`config.mk`:
```
export PLATFORM = sky130hd
export DESIGN_NAME = inst_loader
export DESIGN_NICKNAME = d
export VERILOG_FILES = /design/src/rtl/mips_dbg_pkg.sv /design/src/rtl/byte_assembler.sv /design/src/rtl/inst_loader.sv
export SDC_FILE = /design/constraint.sdc
export NUM_CORES = 1
export LEC_CHECK = 0
export CAP_MARGIN = 20
export CORE_MARGIN = 2
export CORE_UTILIZATION = 35
export CTS_BUF_LIST = sky130_fd_sc_hd__clkbuf_16
export DETAILED_ROUTE_END_ITERATION = 10
export HOLD_SLACK_MARGIN = 0.03
export PLACE_DENSITY = 0.62
export SETUP_SLACK_MARGIN = 0.2
export SLEW_MARGIN = 5
export SYNTH_ARGS = -nofsm -noshare
export SYNTH_HDL_FRONTEND = slang
export SYNTH_HIERARCHICAL = 1
export SYNTH_SLANG_ARGS = --single-unit
```
`constraint.sdc`:
```
create_clock -name i_clk -period 7.5 [get_ports i_clk]
set_input_delay 1.5 -clock i_clk [delete_from_list [all_inputs] [get_ports i_clk]]
set_output_delay 1.5 -clock i_clk [all_outputs]
set_load 0.005 [all_outputs]
```
`src/rtl/mips_dbg_pkg.sv`:
```
// Shared debug-unit definitions: loader state encoding, byte/word geometry and the HALT default.
// Defining INST_LOADER_CKSUM_EN adds the CKSUM state to the encoding.
package mips_dbg_pkg;

  localparam int BYTE_W         = 8;
  localparam int WORD_W         = 32;
  localparam int BYTES_PER_WORD = WORD_W / BYTE_W;

  localparam logic [WORD_W-1:0] HALT_WORD_DEFAULT = 32'hFFFF_FFFF;

`ifdef INST_LOADER_CKSUM_EN
  typedef enum logic [2:0] {
    LD_IDLE,
    LD_RECV,
    LD_WRITE,
    LD_DONE,
    LD_ERROR,
    LD_CKSUM
  } ld_state_t;
`else
  typedef enum logic [2:0] {
    LD_IDLE,
    LD_RECV,
    LD_WRITE,
    LD_DONE,
    LD_ERROR
  } ld_state_t;
`endif

endpackage

```
`src/rtl/byte_assembler.sv`:
```
// Big-endian byte-to-word assembler: the word is presented combinationally together with
// the final byte so the loader can register it on the same edge that completes the word.
module byte_assembler
  import mips_dbg_pkg::*;
(
  input  logic              clk,
  input  logic              srst,
  input  logic              clear,
  input  logic              rx_valid,
  input  logic [BYTE_W-1:0] rx_data,
  output logic [WORD_W-1:0] word,
  output logic              word_ready
);

  localparam int                CNT_W     = $clog2(BYTES_PER_WORD);
  localparam int                HIST_W    = WORD_W - BYTE_W;
  localparam logic [CNT_W-1:0]  LAST_BYTE = CNT_W'(BYTES_PER_WORD - 1);

  logic [HIST_W-1:0] shift_reg;
  logic [CNT_W-1:0]  cnt_reg;

  always_ff @(posedge clk) begin
    if (srst || clear) begin
      shift_reg <= '0;
      cnt_reg   <= '0;
    end else if (rx_valid) begin
      shift_reg <= {shift_reg[HIST_W-BYTE_W-1:0], rx_data};
      cnt_reg   <= cnt_reg + CNT_W'(1);
    end
  end

  assign word       = {shift_reg, rx_data};
  assign word_ready = rx_valid && (cnt_reg == LAST_BYTE);

endmodule

```
`src/rtl/inst_loader.sv`:
```
// Debug instruction loader: assembles UART bytes into words and writes them into instruction
// memory while holding the CPU. INST_LOADER_CKSUM_EN adds a trailing XOR checksum byte.
module inst_loader
  import mips_dbg_pkg::*;
#(
  parameter int                MEM_DEPTH_WORDS = 256,
  parameter logic [WORD_W-1:0] HALT_WORD       = HALT_WORD_DEFAULT
) (
  input  logic              i_clk,
  input  logic              i_reset,
  input  logic              i_start,
  input  logic [BYTE_W-1:0] i_rx_data,
  input  logic              i_rx_valid,
  output logic              o_write_en,
  output logic [WORD_W-1:0] o_data,
  output logic [WORD_W-1:0] o_addr_wr,
  output logic              o_cpu_hold,
  output logic              o_busy,
  output logic              o_done,
  output logic              o_error,
  output logic [WORD_W-1:0] o_word_count
`ifdef INST_LOADER_CKSUM_EN
  ,
  output logic              o_cksum_err
`endif
);

  // One extra index bit so that index == MEM_DEPTH_WORDS is representable for the bound check.
  localparam int               IDX_W     = $clog2(MEM_DEPTH_WORDS) + 1;
  localparam logic [IDX_W-1:0] DEPTH_IDX = IDX_W'(MEM_DEPTH_WORDS);

  ld_state_t         state_reg, state_next;
  logic [IDX_W-1:0]  idx_reg, idx_next;
  logic [WORD_W-1:0] count_reg, count_next;
  logic [WORD_W-1:0] data_reg, data_next;
  logic [WORD_W-1:0] addr_reg, addr_next;
  logic              write_en_reg, hold_reg, busy_reg, done_reg, error_reg;
  logic              hold_next;
  logic              accept, restart, halt_hit;
  logic [WORD_W-1:0] asm_word;
  logic              asm_ready;

`ifdef INST_LOADER_CKSUM_EN
  logic [BYTE_W-1:0] xor_reg, xor_next;
  logic              cksum_err_reg, cksum_err_next;
`endif

  byte_assembler u_assembler (
    .clk        (i_clk),
    .srst       (i_reset),
    .clear      (restart),
    .rx_valid   (accept),
    .rx_data    (i_rx_data),
    .word       (asm_word),
    .word_ready (asm_ready)
  );

  // data_reg holds the word being written while in WRITE
  assign halt_hit = (data_reg == HALT_WORD);

  always_comb begin
    state_next = state_reg;
    idx_next   = idx_reg;
    count_next = count_reg;
    data_next  = data_reg;
    addr_next  = addr_reg;
    accept     = 1'b0;
    restart    = 1'b0;
`ifdef INST_LOADER_CKSUM_EN
    xor_next       = xor_reg;
    cksum_err_next = cksum_err_reg;
`endif

    case (state_reg)
      LD_IDLE, LD_DONE, LD_ERROR: begin
        if (i_start) begin
          restart    = 1'b1;
          state_next = LD_RECV;
          idx_next   = '0;
          count_next = '0;
        end
      end
      LD_RECV: begin
        accept = i_rx_valid;
        if (asm_ready) begin
          if (idx_reg < DEPTH_IDX) begin
            state_next = LD_WRITE;
            data_next  = asm_word;
            addr_next  = WORD_W'(idx_reg) << 2;
          end else begin
            state_next = LD_ERROR;
          end
        end
      end
      LD_WRITE: begin
        idx_next   = idx_reg + IDX_W'(1);
        count_next = count_reg + WORD_W'(1);
        if (halt_hit) begin
`ifdef INST_LOADER_CKSUM_EN
          state_next = LD_CKSUM;
`else
          state_next = LD_DONE;
`endif
        end else begin
          // a byte landing here starts the next word
          state_next = LD_RECV;
          accept     = i_rx_valid;
        end
      end
`ifdef INST_LOADER_CKSUM_EN
      LD_CKSUM: begin
        if (i_rx_valid) begin
          if (i_rx_data == xor_reg) begin
            state_next = LD_DONE;
          end else begin
            state_next     = LD_ERROR;
            cksum_err_next = 1'b1;
          end
        end
      end
`endif
      default: state_next = LD_IDLE;
    endcase

`ifdef INST_LOADER_CKSUM_EN
    if (restart) begin
      xor_next       = '0;
      cksum_err_next = 1'b0;
    end else if (accept) begin
      xor_next = xor_reg ^ i_rx_data;
    end
    hold_next = (state_next == LD_RECV) || (state_next == LD_WRITE) || (state_next == LD_CKSUM);
`else
    hold_next = (state_next == LD_RECV) || (state_next == LD_WRITE);
`endif
  end

  always_ff @(posedge i_clk) begin
    if (i_reset) begin
      state_reg    <= LD_IDLE;
      idx_reg      <= '0;
      count_reg    <= '0;
      data_reg     <= '0;
      addr_reg     <= '0;
      write_en_reg <= 1'b0;
      hold_reg     <= 1'b0;
      busy_reg     <= 1'b0;
      done_reg     <= 1'b0;
      error_reg    <= 1'b0;
    end else begin
      state_reg    <= state_next;
      idx_reg      <= idx_next;
      count_reg    <= count_next;
      data_reg     <= data_next;
      addr_reg     <= addr_next;
      write_en_reg <= (state_next == LD_WRITE);
      hold_reg     <= hold_next;
      busy_reg     <= (state_next == LD_RECV) || (state_next == LD_WRITE);
      done_reg     <= (state_next == LD_DONE);
      error_reg    <= (state_next == LD_ERROR);
    end
  end

`ifdef INST_LOADER_CKSUM_EN
  always_ff @(posedge i_clk) begin
    if (i_reset) begin
      xor_reg       <= '0;
      cksum_err_reg <= 1'b0;
    end else begin
      xor_reg       <= xor_next;
      cksum_err_reg <= cksum_err_next;
    end
  end

  assign o_cksum_err = cksum_err_reg;
`endif

  assign o_write_en   = write_en_reg;
  assign o_data       = data_reg;
  assign o_addr_wr    = addr_reg;
  assign o_cpu_hold   = hold_reg;
  assign o_busy       = busy_reg;
  assign o_done       = done_reg;
  assign o_error      = error_reg;
  assign o_word_count = count_reg;

endmodule

```
### Yosys cells after proc, flatten, opt, wreduce, memory -nomap -nowiden

Index checks and enable logic that the tools add are counted.

* add/subtract/negate cells: 3
* multiply operators: 0
* div/mod/pow operators: 0
* order comparisons: 1
* equality and inequality tests: 11
* shift-type cells: 0
* muxes and demuxes: 13
* bitwise logic cells: 0
* reduce and logical (&&, ||, !) cells: 8

Operators by type and width (number)
* one-hot mux 32 bit (2 select lines): 1
* adder 32 x 1 -> 32 bit, second input constant: 1
* == test 32 bit, second input constant: 1
* two-way mux 32 bit: 1
* one-hot mux 9 bit (2 select lines): 1
* == test 3 x 2 -> 1 bit, second input constant: 4
* adder 9 x 1 -> 9 bit, second input constant: 1
* < comparator 9 bit, second input constant: 1
* two-way mux 3 bit: 3
* two-way mux 9 bit: 1
* one-hot mux 3 bit (3 select lines): 1
* == test 3 x 1 -> 1 bit, second input constant: 2
* == test 3 bit, second input constant: 2
* zero test 3 bit: 1
* two-way mux 1 bit: 3
* AND reduction 3 bit: 1
* OR reduction 3 bit: 1
* adder 2 x 1 -> 2 bit, second input constant: 1
* == test 2 bit, second input constant: 1
* logical OR 1 bit: 2
* two-way mux 2 bit: 1
* != test 2 bit, second input constant: 1
* one-hot mux 1 bit (2 select lines): 1
* AND reduction 2 bit: 1
* other kinds (2): 2

* flip-flop bits (word level): 115
* bits in latches: 0
* bits in writable memories: 0
* memory bits (read-only): 0
* logic and storage cells: 47
* memories: 0

### Depth between registers and ports, before layout

Gate-level depths: netlist (run 1).

* depth in word-level cells: 8
* mapped depth: 13
* mapped depth without buffers: 9

### Hierarchy

Netlist (run 1), hierarchy kept.

Modules (own cells, without submodules)
* inst_loader: instances 1, cells each 505, area each 4103.9 um^2, sequential area each 1781.7 um^2
* byte_assembler: instances 1, cells each 95, area each 1039.7 um^2, sequential area each 520.5 um^2

### Worst setup path after synthesis (run 1)

OpenSTA, ideal clock, no wires.

* kind: in2reg
* from: input port i_rx_valid
* to: register done_reg, in the netlist o_done
* setup time: 0.091 ns
* data arrival time: 3.102 ns
* data required time: 7.409 ns
* path slack: 4.307 ns
* stages: 10
* path buffers: 4
* path through: nand2b_1 > a21oi_1 > buf_6 > buf_6 > and2_1 > nand3b_1 > or3_1 > clkbuf_1 > clkbuf_1 > a311oi_1

* word-level cells in the longest chain between the ends: 6

Ends and longest elaborated chain
* from (decl): RTL line inst_loader.sv:13 `input logic i_rx_valid,`
* two-way mux 1 bit: RTL line inst_loader.sv:98 `if (halt_hit) begin`
* one-hot mux 1 bit (2 select lines) (*): RTL line inst_loader.sv:74 `case (state_reg)`
* via accept: RTL line inst_loader.sv:39 `logic accept, restart, halt_hit;`
* logical AND 1 bit (*): RTL line byte_assembler.sv:33 `assign word_ready = rx_valid && (cnt_reg == LAST_BYTE);`
* via asm_ready: RTL line inst_loader.sv:41 `logic asm_ready;`
* two-way mux 3 bit (*): RTL line inst_loader.sv:85 `if (asm_ready) begin`
* one-hot mux 3 bit (3 select lines) (*): RTL line inst_loader.sv:74
* == test 3 x 2 -> 1 bit (*): RTL line inst_loader.sv:159 `done_reg <= (state_next == LD_DONE);`
* to (signal assigned): RTL line inst_loader.sv:159
* to (decl): RTL line inst_loader.sv:37 `logic write_en_reg, hold_reg, busy_reg, done_reg, error_reg;`

The timed path passes the listed nets; every way through them passes the cells marked *.
A chain may end at the register's enable or synchronous reset.

### Final worst setup path (run 1)

* from: input port i_rx_valid
* to: register data_reg[25], in the netlist o_data[25]

* word-level cells in the longest chain between the ends: 4

Ends and longest elaborated chain
* two-way mux 1 bit: RTL line inst_loader.sv:98
* one-hot mux 1 bit (2 select lines) (*): RTL line inst_loader.sv:74
* via accept: RTL line inst_loader.sv:39
* logical AND 1 bit (*): RTL line byte_assembler.sv:33
* via asm_ready: RTL line inst_loader.sv:41
* AND reduction 3 bit (no line) (*)
* to (signal assigned): RTL line inst_loader.sv:154 `data_reg <= data_next;`
* to (decl): RTL line inst_loader.sv:35 `logic [WORD_W-1:0] data_reg, data_next;`

Marked as above.

==> results of run 1 <==
-- stage by stage --
stage,power (mW),setup slack (ps)
after floorplan,0.677,4310
after global placement,0.676,3250
after detailed placement,0.677,3160
after CTS,1.47,3590
after global routing,1.50,3390
final,1.45,3570
-- cell usage in the layout (no fill, tap or decap), types with 5 or more instances in the layout --
cell type / n
xnor2_1: 5
or4_1: 5
a31oi_1: 5
inv_1: 8
nor3_1: 10
conb_1: 23
or2_2: 6
a311oi_1: 5
nand3_1: 21
or3_1: 8
and3_1: 11
mux2i_1: 31
nand4_1: 17
clkdlybuf4s50_1: 88
nand2_1: 105
clkbuf_16: 17
o21ai_0: 5
dfxtp_1: 115
o211ai_1: 6
a21oi_1: 62
nor2_1: 44
-- cells by family after synthesis --
family | after synthesis | share of synthesized area
AND/OR/NAND/NOR | 259 | 0.252
flip-flops | 115 | 0.448
AO/OA/AOI/OAI | 101 | 0.117
buffers and inverters | 81 | 0.0975
multiplexers | 35 | 0.0691
XOR/XNOR | 5 | 0.00851
adder cells (fa/ha/maj) | 3 | 0.00730
other | 1 | 0.000729
-- routing by layer --
| layer | vias up | GRT usage | routed length (µm) |
|---|---|---|---|
| li1 | 2167 | - | - |
| met1 | 2126 | 0.214 | 6010 |
| met2 | 120 | 0.252 | 6100 |
| met3 | 21 | 0.0471 | 579 |
| met4 | 0 | 0.0627 | 289 |
| met5 | - | 0 | 0 |
-- how the worst min path moves through the flow --
| stage | cells past startpoint | slack (ps) | end | start |
|---|---|---|---|---|
| 4_1_cts | 2 | 460 | o_addr_wr[8]$_SDFFE_PP0P_ | o_addr_wr[8]$_SDFFE_PP0P_ |
| 3_5_place_dp | 2 | 450 | o_addr_wr[8]$_SDFFE_PP0P_ | o_addr_wr[8]$_SDFFE_PP0P_ |
| 3_3_place_gp | 2 | 450 | o_addr_wr[2]$_SDFFE_PP0P_ | o_addr_wr[2]$_SDFFE_PP0P_ |
| 2_1_floorplan | 2 | 430 | o_data[24]$_SDFFE_PP0P_ | u_assembler/shift_reg[16]$_SDFFE_PP0P_ |
| 6_report | 2 | 460 | o_addr_wr[6]$_SDFFE_PP0P_ | o_addr_wr[6]$_SDFFE_PP0P_ |
| 5_1_grt | 2 | 480 | o_addr_wr[2]$_SDFFE_PP0P_ | o_addr_wr[2]$_SDFFE_PP0P_ |
-- worst max-delay path: cells and delay by family --
kind	cells	cell delay [ps]
and+or+nand+nor	5	1030
buffers and inverters	2	770
AOI/OAI and AO/OA	2	870
-- power groups by stage --
stage / registers [mW] / logic, mW / clock network [mW]
after floorplan: 0.628 / 0.0495 / 0
after global routing: 0.616 / 0.0518 / 0.831
final: 0.616 / 0.0474 / 0.790
after CTS: 0.616 / 0.0477 / 0.803
after global placement: 0.629 / 0.0467 / 0
after detailed placement: 0.630 / 0.0474 / 0
-- cell type report --
cell class	instances	area share
flip-flops and latches	115	0.354
inverters	9	0.00520
repair buffers	93	0.141
clock inverters	15	0.0241
well taps	184	0.0354
clock buffers	17	0.0654
multi-input cells	426	0.375
==> out/metrics.csv, run 1 <==
metric,value,unit
register area share after synthesis,0.448,
Die Area,15700,µm²
Worst Setup End Kind,register,
vias,4434,
largest net degree at the start of global routing,83,
Post-Synthesis Cells,600,
Crit-path slowest cell,a21oi_4,
fin util,0.451,
Seq cells post-synth,115,
FF+latch area,2300,µm²
Worst-path clk slew,50,ps
reg-to-reg endpoint,o_data[25]$_SDFFE_PP0P_,
DRC,0,
Worst Reg2Reg Path Length in Cells,10,
Syn Area/Cell,8.57,µm²
FF-to-FF Start,o_data[29]$_SDFFE_PP0P_,
"top cells by area, synth","dfxtp_1 45%, nand2_1 7.7%, a21oi_1 6.1%",
worst vdd ir,0.142,mV
Fill cells,1406,
Slew @ Worst Pin,1060,ps
initial antenna violation count,0,
Post-Place Cells,827,
synth unique cells,57,
CTS buffer count,17,
cell-by-cell trace of the critical path,"clkdlybuf4s50_1, nand2b_1, a21oi_4, and2_1, nand3b_1, or3_1, buf_4, nand2_1, a21oi_1",
f_max,255,MHz
area of the multi-input gates,2440,µm²
Final TNS setup,0,ps
PD cells,224,nW/µm²
# H-tree levels,4,
fin crit share,0.524,
Synth top cells by count,"115 x dfxtp_1, 105 x nand2_1, 63 x a21oi_1",
Ys Warns,6,
FP Rows,44,
fraction of layout cells with a size suffix above 1,0.0815,
Overflow after GRT,0,
CTS root buf,clkbuf_16,
fin crit period,3930,ps
mean routed wirelength per cell,15.1,µm
post-route ant nets,0,
Gate power share,0.033,
Fin Clk Skew,9.58,ps
MaxCap Viol Count,0,
max-slew violation count,0,
DRT Wirelength,13.0,mm
"Req. time, crit path",7750,ps
LEAKAGE,2.18,nW
Via density,5.16,
hpwl dp,8.62,mm
die height,125,µm
Placer Congestion,0.771,
CTS tree,built,
post-route cell area,6500,µm²
Crit Path Class,input port to register,
NetSw,334,µW
Finish-stage setup viols,0,
Startpoint Class,input port,
CP arrival,4180,ps
normalized max-slew margin,0.295,
Post-CTS Setup Inserts,0,
first-pass GRT wire length,20.9,mm
number of synthesized flops with an enable pin,0,
max incr delay on CP,800,ps
Hold Slack,461,ps
predominant post-synthesis flop cell,dfxtp_1,
number of global-route vias before repair,4130,
Clk pwr share,0.543,
RSZ-0062 raised after global routing,no,
Yosys top cell by area,dfxtp_1,
final-report hold violation count,0,
# IOs,113,
Port Buffer Count,89,
Pre-antenna DRT Iters,5,
dominant cell by count in the synthesized netlist,dfxtp_1,
internal power,1.12,mW
Post-synth ARST share,0,
status,completed,
"critical path fanouts, max",41,
worst skew pair latency,410,ps
Antenna Cells,0,
cts hold-fix bufs,0,
post_cts resized,0,
Switching Share,0.230,
Max Buffers Root-to-Sink,2,
gr usage total,0.162,
CTS sink cnt,115,
CP startpoint,i_rx_valid,
Final nets,677,
Starting Density,0.357,
Reg2Reg Setup Slack,4270,ps
Sequential Power Share,0.424,
final std cells w/o fill,859,
Die Wd,125,µm
DRT iter0 DRCs,208,
Area after DPL,5920,µm²
post-synth top area share,0.448,
Hold Crit Class,register to register,
Setup crit end,o_data[25]$_SDFFE_PP0P_,
Post-Synthesis Cell Area,5140,µm²
Core Area,14400,µm²
area delta synth->final,26.4,%
Note: power is estimated with default switching activity, not from simulation.
==> inputs of run 2 (changes only) <==
--- a/config.mk
+++ b/config.mk
@@ -11,7 +11,7 @@
 export CTS_BUF_LIST = sky130_fd_sc_hd__clkbuf_16
 export DETAILED_ROUTE_END_ITERATION = 10
 export HOLD_SLACK_MARGIN = 0.03
-export PLACE_DENSITY = 0.62
+export PLACE_DENSITY = 0.64
 export SETUP_SLACK_MARGIN = 0.2
 export SLEW_MARGIN = 5
 export SYNTH_ARGS = -nofsm -noshare
==> constraint.sdc (replaced) <==
create_clock -name i_clk -period 3.55 [get_ports i_clk]
set_input_delay 0.71 -clock i_clk [delete_from_list [all_inputs] [get_ports i_clk]]
set_output_delay 0.71 -clock i_clk [all_outputs]
set_load 0.005 [all_outputs]
==> run 2 against run 1 <==
  * Register-to-register slack got worse by 3400 ps
  * Utilization grew 0.29 points
  * Via count unchanged
  * Worst hold slack worse by 9.5 ps
  * Global-route usage increased by 0.14 points
  * Sequential share of layout area fell by 0.22 points
  * Clock skew is 0.58 ps higher
  * Worst setup slack got worse by 2700 ps
==> out/metrics.csv, run 2 (synthesized netlist as in run 1, its figures left out) <==
metric,value,unit,change
PD cells,481,nW/µm²,was 224 nW/µm²
CTS root buf,clkbuf_16,,unchanged
DRT Wirelength,12.8,mm,was 13.0 mm
DRC,0,,unchanged
die height,125,µm,unchanged
GR Util met2,0.258,,was 0.252
post_cts resized,0,,unchanged
max-slew violation count,0,,unchanged
CP arrival,3020,ps,was 4180 ps
Port Buffer Count,89,,unchanged
Crit-path slowest cell,nor4_1,,was a21oi_4
"commonest cells after routing, fill and taps aside","115 x dfxtp_1, 105 x nand2_1, 88 x clkdlybuf4s50_1",,unchanged
CTS sink cnt,115,,unchanged
Antenna Cells,0,,unchanged
Finish-stage setup viols,0,,unchanged
# H-tree levels,4,,unchanged
gr usage total,0.164,,was 0.162
GRT met3 Usage,0.0488,,was 0.0471
Area after DPL,5940,µm²,was 5920 µm²
f_max,373,MHz,
number of global-route vias before repair,4172,,was 4130
Final TNS setup,0,ps,unchanged
LEAKAGE,2.21,nW,was 2.18 nW
first-pass GRT wire length,20.8,mm,was 20.9 mm
Die Wd,125,µm,unchanged
post-route ant nets,0,,unchanged
fin worst setup slack,872,ps,was 3570 ps
area delta synth->final,27.2,%,was 26.4%
pre-CTS WS,849,ps,was 3160 ps
Placer Congestion,0.772,,was 0.771
Fill cells,1383,,was 1406
Pre-antenna DRT Iters,4,,was 5
worst vdd ir,0.342,mV,was 0.142 mV
Clk pwr share,0.554,,was 0.543
Max Buffers Root-to-Sink,2,,unchanged
Die Area,15700,µm²,unchanged
Slew @ Worst Pin,912,ps,was 1060 ps
CTS tree,built,,unchanged
Worst Setup End Kind,register,,unchanged
fin util,0.454,,was 0.451
Gate power share,0.032,,was 0.033
DRT iter0 DRCs,334,,was 208
normalized max-slew margin,0.392,,was 0.295
vias,4434,,unchanged
Starting Density,0.357,,unchanged
fin crit period,2680,ps,
FP Rows,44,,unchanged
fin crit share,0.754,,
cell-by-cell trace of the critical path,"nand4_1, nor4_1, a211o_1, a21oi_4, and2_1, nand3b_1, or3_1, buf_4, nand2_1, a21oi_1",,"was clkdlybuf4s50_1, nand2b_1, a21oi_4, and2_1, nand3b_1, or3_1, buf_4, nand2_1, a21oi_1"
Overflow after GRT,0,,unchanged
layer with the highest usage,met2,,unchanged
Switching Share,0.225,,was 0.230
Crit Path Class,register to register,,was input port to register
mean routed wirelength per cell,14.9,µm,was 15.1 µm
hpwl dp,8.73,mm,was 8.62 mm
Sequential Power Share,0.414,,was 0.424
status,completed,,unchanged
internal power,2.44,mW,was 1.12 mW
max incr delay on CP,620,ps,was 800 ps
NetSw,709,µW,was 334 µW
Post-CTS Setup Inserts,0,,unchanged
worst skew pair latency,420,ps,was 410 ps
post-route cell area,6540,µm²,was 6500 µm²
WP buf/inv,1,,was 2
cts hold-fix bufs,0,,unchanged
initial antenna violation count,0,,unchanged
Fin Clk Skew,10.2,ps,was 9.58 ps
Hold Crit Class,register to register,,unchanged
# IOs,113,,unchanged
Startpoint Class,register,,was input port
Core Area,14400,µm²,unchanged
"critical path fanouts, max",41,,unchanged
Via density,5.15,,was 5.16
MaxCap Viol Count,0,,unchanged
"commonest non-fill, non-tap cell in the layout",dfxtp_1,,unchanged
CP top delay family,simple AND/OR/NAND/NOR gates,,unchanged
Worst-path clk slew,60,ps,was 50 ps
"Req. time, crit path",3890,ps,was 7750 ps
CTS buffer count,17,,unchanged
Final nets,679,,was 677
largest net degree at the start of global routing,52,,was 83
fraction of layout cells with a size suffix above 1,0.0842,,was 0.0815
final-report hold violation count,0,,unchanged
GR Layer Usage met1,0.211,,was 0.214
RSZ-0062 raised after global routing,no,,unchanged
## run 2: changes by cell type in the layout (fill, tap and decap cells not counted), sizes merged
cell / change
buf: +2
bufinv: +1
clkinv: -2
clkinvlp: -1
inv: +2
## run 2: path summary, 6_finish.rpt
check | cells past startpoint | end | slack, ps | startpoint
worst max register to register | 10 | o_data[9]$_SDFFE_PP0P_ | 870 | o_data[18]$_SDFFE_PP0P_
worst max-delay path | 10 | o_data[9]$_SDFFE_PP0P_ | 870 | o_data[18]$_SDFFE_PP0P_
worst min register to register | 2 | o_data[28]$_SDFFE_PP0P_ | 450 | u_assembler/shift_reg[20]$_SDFFE_PP0P_
worst min-delay path | 2 | o_data[28]$_SDFFE_PP0P_ | 450 | u_assembler/shift_reg[20]$_SDFFE_PP0P_
## run 2: cell type report
class,instances,area [µm²],area share
timing repair buffer,95,931,0.142
clock buffer,17,425,0.0650
sequential,115,2300,0.352
clock inverter,15,183,0.0279
tap,184,230,0.0352
inverter,9,33.8,0.00516
multi-input combinational,426,2440,0.373
## run 2: stage by stage
step	instances	hold slack, ps	power (mW)
final	861	451	3.15
after global routing	861	478	3.25
after CTS	861	455	3.17
after detailed placement	829	446	1.43
after global placement	829	437	1.43
after floorplan	622	431	1.43
## run 2: per-layer routing
metal / vias to the layer above / part of all wire
li1: 2175 / -
met1: 2117 / 0.46
met2: 122 / 0.48
met3: 20 / 0.044
met4: 0 / 0.015
met5: - / 0
## run 2: power by group through the flow
stage	Clock, mW	Combinational, mW	Sequential, mW
final	1.75	0.100	1.30
after global routing	1.83	0.109	1.30
after CTS	1.77	0.100	1.30
after detailed placement	0	0.0997	1.33
after global placement	0	0.0990	1.33
after floorplan	0	0.105	1.33
## run 2: worst reg2reg max path, cell delays in order, from the launching register on
cell and delay, ps:
dfxtp_1 400, nand4_1 110, nor4_1 620, a211o_1 260
a21oi_4 60, and2_1 160, nand3b_1 120, or3_1 180
buf_4 420, nand2_1 110, a21oi_1 180
==> inputs of run 3 (changes only) <==
--- a/config.mk
+++ b/config.mk
@@ -11,7 +11,7 @@
 export CTS_BUF_LIST = sky130_fd_sc_hd__clkbuf_16
 export DETAILED_ROUTE_END_ITERATION = 10
 export HOLD_SLACK_MARGIN = 0.03
-export PLACE_DENSITY = 0.64
+export PLACE_DENSITY = 0.62
 export SETUP_SLACK_MARGIN = 0.2
 export SLEW_MARGIN = 5
 export SYNTH_ARGS = -nofsm -noshare
==> constraint.sdc (replaced) <==
create_clock -name i_clk -period 2.7 [get_ports i_clk]
set_input_delay 0.54 -clock i_clk [delete_from_list [all_inputs] [get_ports i_clk]]
set_output_delay 0.54 -clock i_clk [all_outputs]
set_load 0.005 [all_outputs]
==> run 3 against run 2 <==
  * Utilization is 0.50 points higher
  * Sequential share of layout area is 0.39 points lower
  * Largest cell class unchanged
  * Worst hold slack better by 2.7 ps
  * First-iteration DRC count is 6.3% lower
  * Register-to-register slack worse by 480 ps
  * Sequential power is 32% higher
  * Critical path type unchanged
  * Clock power is 18% higher
  * Die area stayed put
  * Largest power group unchanged
  * Non-clock buffer count is 12 higher
  * Combinational power is 42% higher
  * Routed wire length is 1.2% higher
==> out/metrics.csv, run 3 (synthesized netlist as in run 1, its figures left out) <==
metric,value,unit,change
Hold Crit Class,register to register,,unchanged
fraction of layout cells with a size suffix above 1,0.106,,was 0.0842
LEAKAGE,2.25,nW,was 2.21 nW
status,completed,,unchanged
Final TNS setup,0,ps,unchanged
die height,125,µm,unchanged
reg-to-reg endpoint,o_data[9]$_SDFFE_PP0P_,,unchanged
Slew @ Worst Pin,945,ps,was 912 ps
post-route ant nets,0,,unchanged
worst vdd ir,0.447,mV,was 0.342 mV
Placer Congestion,0.798,,was 0.772
FF-to-FF Start,o_data[28]$_SDFFE_PP0P_,,was o_data[18]$_SDFFE_PP0P_
Port Buffer Count,89,,unchanged
DRT iter0 DRCs,313,,was 334
Gate power share,0.036,,was 0.032
Overflow after GRT,0,,unchanged
f_max,434,MHz,was 373 MHz
RSZ-0062 raised after global routing,no,,unchanged
"commonest cells after routing, fill and taps aside","115 x dfxtp_1, 105 x nand2_1, 88 x clkdlybuf4s50_1",,unchanged
Finish-stage setup viols,0,,unchanged
Fill cells,1412,,was 1383
Final nets,691,,was 679
fin crit share,0.854,,was 0.754
# H-tree levels,4,,unchanged
Starting Density,0.357,,unchanged
Antenna Cells,0,,unchanged
Fin Clk Skew,12.2,ps,was 10.2 ps
Worst Setup End Kind,register,,unchanged
CTS buffer count,17,,unchanged
area delta synth->final,28.6,%,was 27.2%
"commonest non-fill, non-tap cell in the layout",dfxtp_1,,unchanged
internal power,2.95,mW,was 2.44 mW
fin crit period,2300,ps,was 2680 ps
final-report hold violation count,0,,unchanged
Worst Hold End,o_data[26]$_SDFFE_PP0P_,,was o_data[28]$_SDFFE_PP0P_
mean routed wirelength per cell,14.9,µm,about the same
Max Buffers Root-to-Sink,2,,unchanged
Reg2Reg Setup Slack,400,ps,was 870 ps
Via density,5.21,,was 5.15
first-pass GRT wire length,20.7,mm,was 20.8 mm
"Req. time, crit path",2980,ps,was 3890 ps
initial antenna violation count,0,,unchanged
Core Area,14400,µm²,unchanged
CTS root buf,clkbuf_16,,unchanged
Startpoint Class,register,,unchanged
Hold Slack,454,ps,was 451 ps
hpwl dp,8.84,mm,was 8.73 mm
FF+latch area,2300,µm²,unchanged
"critical path fanouts, max",39,,was 41
number of global-route vias before repair,4107,,was 4172
worst skew pair latency,420,ps,about the same
DRT Wirelength,13.0,mm,was 12.8 mm
gr usage total,0.163,,was 0.164
WHS Path Cells,2,,unchanged
CTS sink cnt,115,,unchanged
FP Rows,44,,unchanged
Switching Share,0.248,,was 0.225
normalized max-slew margin,0.370,,was 0.392
CTS tree,built,,unchanged
NetSw,974,µW,was 709 µW
Crit Path Class,register to register,,unchanged
# IOs,113,,unchanged
MaxCap Viol Count,0,,unchanged
Sequential Power Share,0.436,,was 0.414
hold path startpoint,u_assembler/shift_reg[18]$_SDFFE_PP0P_,,was u_assembler/shift_reg[20]$_SDFFE_PP0P_
Die Area,15700,µm²,unchanged
vias,4545,,was 4434
area of the multi-input gates,2460,µm²,was 2440 µm²
max-slew violation count,0,,unchanged
Worst-path clk slew,60,ps,about the same
CP arrival,2590,ps,was 3020 ps
Clk pwr share,0.528,,was 0.554
Post-CTS Setup Inserts,0,,unchanged
Pre-antenna DRT Iters,5,,was 4
CP startpoint,o_data[28]$_SDFFE_PP0P_,,was o_data[18]$_SDFFE_PP0P_
Die Wd,125,µm,unchanged
largest net degree at the start of global routing,52,,unchanged
Worst Reg2Reg Path Length in Cells,11,,was 10
DRC,0,,unchanged
PD cells,593,nW/µm²,was 481 nW/µm²
[run 3: power groups by stage]
| stage | Combinational (mW) | Clock [mW] | Sequential (mW) |
|---|---|---|---|
| after floorplan | 0.138 | 0 | 1.74 |
| after CTS | 0.142 | 2.12 | 1.71 |
| after global placement | 0.140 | 0 | 1.75 |
| after detailed placement | 0.141 | 0 | 1.75 |
| final | 0.142 | 2.07 | 1.71 |
| after global routing | 0.156 | 2.20 | 1.71 |
[run 3: layer usage]
layer	track usage	up-vias	routed length, µm	part of all wire
met5	0	-	0	0
li1	-	2198	-	-
met3	0.0471	20	636	0.049
met2	0.267	136	6340	0.49
met4	0.0634	0	214	0.016
met1	0.205	2191	5800	0.45
[run 3: area by class of cell]
cell class,count,share of cell area
multi-input cells,426,0.371
well taps,184,0.0348
clock buffers,17,0.0643
flip-flops and latches,115,0.348
repair buffers,107,0.158
clock inverters,15,0.0185
inverters,9,0.00511
[run 3: how the worst max path moves through the flow]
stage / slack, ps / to / cells past startpoint
finish: 400 / o_data[9]$_SDFFE_PP0P_ / 11
global route: 290 / o_addr_wr[4]$_SDFFE_PP0P_ / 11
CTS: 290 / o_data[9]$_SDFFE_PP0P_ / 11
detailed placement: 190 / o_data[9]$_SDFFE_PP0P_ / 9
global placement: 270 / o_data[20]$_SDFFE_PP0P_ / 9
floorplan: 300 / o_done$_SDFF_PP0_ / 12
[run 3: critical path, cell delays in order (launching register included)]
cell and delay [ps]:
dfxtp_1 340, nand4_1 140, nor4_2 60, buf_4 130, a211o_1 320, a21oi_4 130
and2_1 180, nand3b_1 120, or3_4 390, buf_12 190, nand2_1 80, a21oi_1 70
[run 3: per-stage QoR]
| stage | util | setup WS, ps | power, mW | cell area [µm²] | std cells |
|---|---|---|---|---|---|
| finish | 0.459 | 395 | 3.92 | 6620 | 873 |
| global route | 0.459 | 287 | 4.06 | 6620 | 873 |
| global placement | 0.420 | 274 | 1.89 | 6050 | 841 |
| detailed placement | 0.420 | 194 | 1.89 | 6050 | 841 |
| floorplan | - | 303 | 1.88 | 5230 | 622 |
| CTS | 0.457 | 288 | 3.97 | 6600 | 873 |
[run 3: what timing repair did]
item / 4_1_cts / 5_1_grt
hold buffers: 0 / 0
resized for setup: 0 / 3
endpoints found under the setup margin: 0 / 36
